--- src/rtl/ems_sdram_bridge.sv ---
// Wishbone (16-bit) to SDRAM single-word request bridge with EMS address
// translation stage and a bounded wait so a lost controller response cannot
// stall the CPU.
module ems_sdram_bridge #(
  parameter int unsigned TIMEOUT_CYCLES = 255,
  parameter logic [15:0] OPEN_BUS       = 16'hFFFF
) (
  input  logic        wb_clk,
  input  logic        wb_rst,
  // CPU side
  input  logic [19:1] wb_adr_i,
  input  logic [15:0] wb_dat_i,
  output logic [15:0] wb_dat_o,
  input  logic [1:0]  wb_sel_i,
  input  logic        wb_cyc_i,
  input  logic        wb_stb_i,
  input  logic        wb_we_i,
  output logic        wb_ack_o,
  // EMS translator
  output logic [19:1] xlat_adr_o,
  input  logic [31:0] xlat_adr_i,
  // SDRAM controller
  output logic        sdram_req_o,
  output logic        sdram_we_o,
  output logic [31:0] sdram_adr_o,
  output logic [31:0] sdram_dat_o,
  output logic [3:0]  sdram_be_o,
  input  logic        sdram_gnt_i,
  input  logic        sdram_rvalid_i,
  input  logic [31:0] sdram_dat_i,
  // status
  output logic        timeout_o
);

  localparam int unsigned CNT_W = 8;

  typedef enum logic [2:0] {
    IDLE   = 3'd0,
    XLAT   = 3'd1,
    REQ    = 3'd2,
    RDWAIT = 3'd3,
    ACK    = 3'd4
  } state_t;

  state_t            state_q, state_d;
  logic [CNT_W-1:0]  cnt_q;
  logic [15:0]       dat_q;
  logic [1:0]        sel_q;
  logic              we_q;

  logic              accept_c;
  logic              issue_c;
  logic              granted_c;
  logic              rdata_c;
  logic              abort_c;
  logic              tmo_c;
  logic              to_ack_c;

  // Upper half of each SDRAM slot carries no CPU data.
  logic              unused_dat_hi;
  assign unused_dat_hi = ^sdram_dat_i[31:16];

  // State register.
  always_ff @(posedge wb_clk) begin
    if (wb_rst) state_q <= IDLE;
    else        state_q <= state_d;
  end

  // Next-state decode and per-cycle action strobes; gnt/rvalid beat timeout.
  always_comb begin
    state_d   = state_q;
    accept_c  = 1'b0;
    issue_c   = 1'b0;
    granted_c = 1'b0;
    rdata_c   = 1'b0;
    abort_c   = 1'b0;
    tmo_c     = (cnt_q == CNT_W'(TIMEOUT_CYCLES));
    case (state_q)
      IDLE: begin
        if (wb_cyc_i && wb_stb_i && !wb_ack_o) begin
          accept_c = 1'b1;
          state_d  = XLAT;
        end
      end
      XLAT: begin
        issue_c = 1'b1;
        state_d = REQ;
      end
      REQ: begin
        if (sdram_gnt_i) begin
          granted_c = 1'b1;
          state_d   = we_q ? ACK : RDWAIT;
        end else if (tmo_c) begin
          abort_c = 1'b1;
          state_d = ACK;
        end
      end
      RDWAIT: begin
        if (sdram_rvalid_i) begin
          rdata_c = 1'b1;
          state_d = ACK;
        end else if (tmo_c) begin
          abort_c = 1'b1;
          state_d = ACK;
        end
      end
      ACK:     state_d = IDLE;
      default: state_d = IDLE;
    endcase
    to_ack_c = (granted_c && we_q) || rdata_c || abort_c;
  end

  // Holding registers, SDRAM request outputs, wait counter and CPU response.
  always_ff @(posedge wb_clk) begin
    if (wb_rst) begin
      xlat_adr_o  <= '0;
      dat_q       <= '0;
      sel_q       <= '0;
      we_q        <= 1'b0;
      sdram_req_o <= 1'b0;
      sdram_we_o  <= 1'b0;
      sdram_adr_o <= '0;
      sdram_dat_o <= '0;
      sdram_be_o  <= '0;
      cnt_q       <= '0;
      wb_dat_o    <= '0;
      wb_ack_o    <= 1'b0;
      timeout_o   <= 1'b0;
    end else begin
      if (accept_c) begin
        xlat_adr_o <= wb_adr_i;
        dat_q      <= wb_dat_i;
        sel_q      <= wb_sel_i;
        we_q       <= wb_we_i;
      end

      if (issue_c) begin
        sdram_adr_o <= xlat_adr_i;
        sdram_we_o  <= we_q;
        sdram_dat_o <= {16'h0000, dat_q};
        sdram_be_o  <= {2'b00, sel_q};
        sdram_req_o <= 1'b1;
      end else if (granted_c || abort_c) begin
        sdram_req_o <= 1'b0;
      end

      // Cleared on entry to REQ and RDWAIT, counts while waiting there.
      if (issue_c || (granted_c && !we_q)) begin
        cnt_q <= '0;
      end else if (state_q == REQ || state_q == RDWAIT) begin
        cnt_q <= cnt_q + CNT_W'(1);
      end

      if (rdata_c) begin
        wb_dat_o <= sdram_dat_i[15:0];
      end else if (abort_c && !we_q) begin
        wb_dat_o <= OPEN_BUS;
      end

      if (abort_c) timeout_o <= 1'b1;

      // Ack only if the master is still waiting for this cycle.
      wb_ack_o <= to_ack_c && wb_cyc_i && wb_stb_i;
    end
  end

endmodule
--- config.mk ---
export PLATFORM = sky130hd
export DESIGN_NAME = ems_sdram_bridge
export DESIGN_NICKNAME = d
export VERILOG_FILES = /design/src/rtl/ems_sdram_bridge.sv
export SDC_FILE = /design/constraint.sdc
export NUM_CORES = 1
export LEC_CHECK = 0
export CORE_MARGIN = 2
export CORE_UTILIZATION = 41
export CTS_CLUSTER_SIZE = 20
export DETAILED_ROUTE_END_ITERATION = 6
export PLACE_DENSITY = 0.8
export SLEW_MARGIN = 10
export SYNTH_ARGS = -nofsm -noshare
export SYNTH_HDL_FRONTEND = slang
export SYNTH_SLANG_ARGS = --single-unit
--- constraint.sdc ---
create_clock -name wb_clk -period 2.2 [get_ports wb_clk]
set_input_delay 0.22 -clock wb_clk [delete_from_list [all_inputs] [get_ports wb_clk]]
set_output_delay 0.22 -clock wb_clk [all_outputs]
set_load 0.01 [all_outputs]
==> summary.md <==
| Metric | Value |
|---|---|
| Final cell count without fillers | `879` |
| Dominant cells by area after synthesis | `dfxtp_1 52%, nand2_1 15%, a21oi_1 10%, buf_4 3.8%, nor2_1 3.8%` |
| Hold Startpoint | `wb_adr_i[12]` |
| Accumulated negative setup slack | `0 ns` |
| Worst path bufs/invs | `0` |
| Cell breakdown of the critical path | `and4_4 -> nand4_4 -> or3_1 -> a211oi_1` |
| Number of cells traversed by the worst hold path | `3` |
| Endpoint with the worst hold slack | `xlat_adr_o[12]$_SDFFE_PP0P_` |
| Most utilized layer in the global route result | `met2` |
| Net switching component of the power | `1310 uW` |
| R2r setup slk | `0.22 ns` |
| Die width | `110 um` |
| Num Clock Sinks | `119` |
| Detail Placement HPWL | `8520 um` |
| First-pass DRT Iterations | `4` |
| Cell internal pwr | `4130 uW` |
| Reg2reg path depth | `4` |
| Number of max-cap violations | `0` |
| Number of levels the H-tree was split into | `4` |
| CTS tree | `done` |
| Layout area overhead | `50.6%` |
| Cell type with the highest aggregate area in the netlist | `dfxtp_1` |
| Placed cell areas | `6320 sq um` |
| Core Rows | `38` |
| Unrepaired setup endpoints after global routing | `false` |
| Commonest non-fill, non-tap cell in the layout | `nand2_1` |
| Number of global-route vias before repair | `4053` |
| Die height | `110 um` |
| Global-route usage over all layers | `0.200` |
| Number of pins exceeding their max-slew limit in the final report | `0` |
| Boundary pin count | `215` |
| RD Place Congestion | `0.775` |
| Cell family with most CP delay | `simple AND/OR/NAND/NOR gates` |
| R2R Path End | `wb_dat_o[3]$_SDFFE_PP0P_` |
| Number of buffers created by CTS | `17` |
| Fraction of final layout cells with drive strength greater than 1 | `0.0771` |
| Worst IR Drop VDD | `0.466 mV` |
| Final design area excluding fillers | `6880 sq um` |
| Power Dens Cells | `791 nW/um^2` |
| Fin Hold WS | `0.268 ns` |
| Transition time at the pin with the least slew margin | `0.721 ns` |
| Largest driver fanout on the critical path | `16` |
| Detail-routed via count per cell | `4.80` |
| Synth Register Bits | `119` |
| Reg-to-Reg Start | `cnt_q[3]$_SDFFE_PP0P_` |
| Cells after DPL | `846` |
| Achievable frequency | `505 MHz` |
| Global-route wire length before repair | `18800 um` |
| Shortest clock period the worst path allows after layout | `1.98 ns` |
| Mean routed wirelength per cell | `13.8 um` |
| Antenna violation net count after detailed routing | `0` |
| Most frequent cells in the layout | `185 x nand2_1, 179 x clkdlybuf4s50_1, 119 x dfxtp_1` |
| Gate count after technology mapping | `558` |
| Starting DRT DRC Count | `201` |
| Total Routed Length | `12200 um` |
| Slowest stage cell on the critical path | `or3_1` |
| Global-route track usage on met2 | `0.360` |
| Gr ovfl total | `0` |
| Met1 Use GR | `0.223` |
| Flop pwr share | `0.422` |
| Combinational Power Share | `0.117` |
| Number of library cell types mapped by synthesis | `36` |
| Worst setup SP type | `register` |
| Rel. slew slack | `0.520` |
| Nets@finish | `835` |
| Mapped cell area | `4570 sq um` |
| Data required time at the worst endpoint | `2.60 ns` |
| Root buffer cell | `clkbuf_8` |
| Number of inserted diodes | `0` |
| DRC Markers | `0` |
| Data arrival time of the worst path | `2.38 ns` |
| Buffer levels on the longest clock path | `2` |
| Vias | `4219` |
| Pin count of the biggest net entering global routing | `54` |
| Switching Fraction | `0.241` |
| Post-route fraction of the period consumed by the critical path | `0.900` |
| Number of warning messages in the yosys log | `0` |
| P_leak | `0.00246 uW` |
| Worst Slack Setup Final | `0.220 ns` |
| Result of the run | `completed` |
| Initial antenna violation count | `0` |
| Worst clock skew | `0.00805 ns` |
| Type of the setup path with the least slack | `reg -> reg` |
| Crit path largest cell delay | `0.69 ns` |
| Register clock-pin slew on the reported worst setup and hold paths | `0.06 ns` |
| Pre-CTS WS | `0.0449 ns` |
| Effective utilization at floorplan | `0.421` |
| Die Outline Area | `12000 sq um` |
| Clock insertion delay at the later pin of the skew report | `0.50 ns` |
| Count of buffers from port buffering | `180` |
| Synthesized area divided by synthesized cell count | `8.18 sq um` |
| Clock group share of total power | `0.461` |
| Met3 GRT Util | `0.0652` |
| Hold Crit Class | `in -> reg` |
| Number of failing setup endpoints in the final timing report | `0` |
| Sequential fraction of the synthesis area | `0.522` |
| Final hold vios | `0` |
| Crit path capture type | `register` |
| Share of Yosys cell area claimed by the top area cell type | `0.522` |
| Core area | `10800 sq um` |
power by group through the flow:
| stage | clock network [uW] | logic, uW | registers, uW |
|---|---|---|---|
| CTS | 2570 | 639 | 2300 |
| global placement | 0 | 623 | 2340 |
| global route | 2660 | 692 | 2310 |
| floorplan | 0 | 280 | 2360 |
| finish | 2510 | 636 | 2300 |
| detailed placement | 0 | 634 | 2340 |
Yosys cell counts:
cell type / instances
o21ba_2: 1
inv_1: 1
conb_1: 1
and2_1: 1
nand2_1: 186
nand4_1: 2
o221ai_1: 1
nand2b_2: 1
nor3_1: 4
nor2_1: 46
xnor2_1: 2
xor2_1: 5
nand3b_1: 1
a41oi_1: 2
clkbuf_1: 22
buf_2: 5
nand3_2: 1
buf_4: 23
buf_6: 4
or3_1: 4
buf_12: 1
ha_1: 1
nor2b_1: 2
and4b_1: 1
a211oi_2: 10
and4_4: 1
o31ai_1: 1
nand3_1: 3
a211oi_1: 6
dfxtp_1: 119
or2b_1: 1
nand4_4: 1
a21oi_1: 95
nor3b_1: 1
dlygate4sd1_1: 1
clkbuf_8: 1
state kept, by name, indices dropped and copies added, names as in the netlist, 2 cells and up:
signal and flops:
sdram_dat_o 16, dat_q 16, cnt_q 8, sel_q 2, xlat_adr_o 19, state_q 3
wb_dat_o 16, sdram_adr_o 32, sdram_be_o 2
logic make-up after synthesis:
family / share of synthesized area
simple gates: 0.229
flops: 0.522
compound gates: 0.151
buf+inv: 0.0814
xor+xnor: 0.0134
fa+ha+maj: 0.00274
other cells: 0.000821
worst max path at each step:
stage                            start  slack (ns)  depth (start not counted)                        end
3_3_place_gp               sdram_gnt_i        0.18                          5  wb_dat_o[15]$_SDFFE_PP0P_
3_5_place_dp               sdram_gnt_i        0.04                          5  wb_dat_o[15]$_SDFFE_PP0P_
6_report         cnt_q[3]$_SDFFE_PP0P_        0.22                          4   wb_dat_o[3]$_SDFFE_PP0P_
2_1_floorplan  state_q[0]$_SDFFE_PP0P_        0.51                          7      dat_q[0]$_SDFFE_PP0P_
4_1_cts          cnt_q[3]$_SDFFE_PP0P_        0.21                          4  wb_dat_o[15]$_SDFFE_PP0P_
5_1_grt          cnt_q[0]$_SDFFE_PP0P_        0.07                          4  wb_dat_o[15]$_SDFFE_PP0P_
timing repair:
item | 4_1_cts | 5_1_grt
gates resized for setup | 0 | 0
buffers inserted | 0 | 0
hold buffers | 1 | 0
endpoints found under the hold margin | 3 | 0
setup endpoints to repair | 0 | 0
metrics by stage:
step / util / total power (uW)
3_5_place_dp: 0.583 / 2980
5_1_grt: 0.634 / 5660
2_1_floorplan: - / 2640
6_report: 0.634 / 5440
3_3_place_gp: 0.583 / 2960
4_1_cts: 0.634 / 5500
area by class of cell:
type                       instances  area, sq um
clock buffer                      21          449
timing repair buffer             189         1880
multi-input combinational        398         1890
tap                              140          175
inverter                           1         3.75
clock inverter                    11          100
fill                             925         3960
sequential                       119         2380
tightest hold or removal path, stage by stage:
cell	delay, ns
clkdlybuf4s50_1	0.40
nand2_1	0.06
a21oi_1	0.05
metal layers:
layer / share of wire / routed length (um)
met5: 0 / 0
met4: 0.013 / 155
met3: 0.078 / 944
met2: 0.51 / 6160
met1: 0.40 / 4900
No activity file was read; power rests on OpenSTA's default activity.
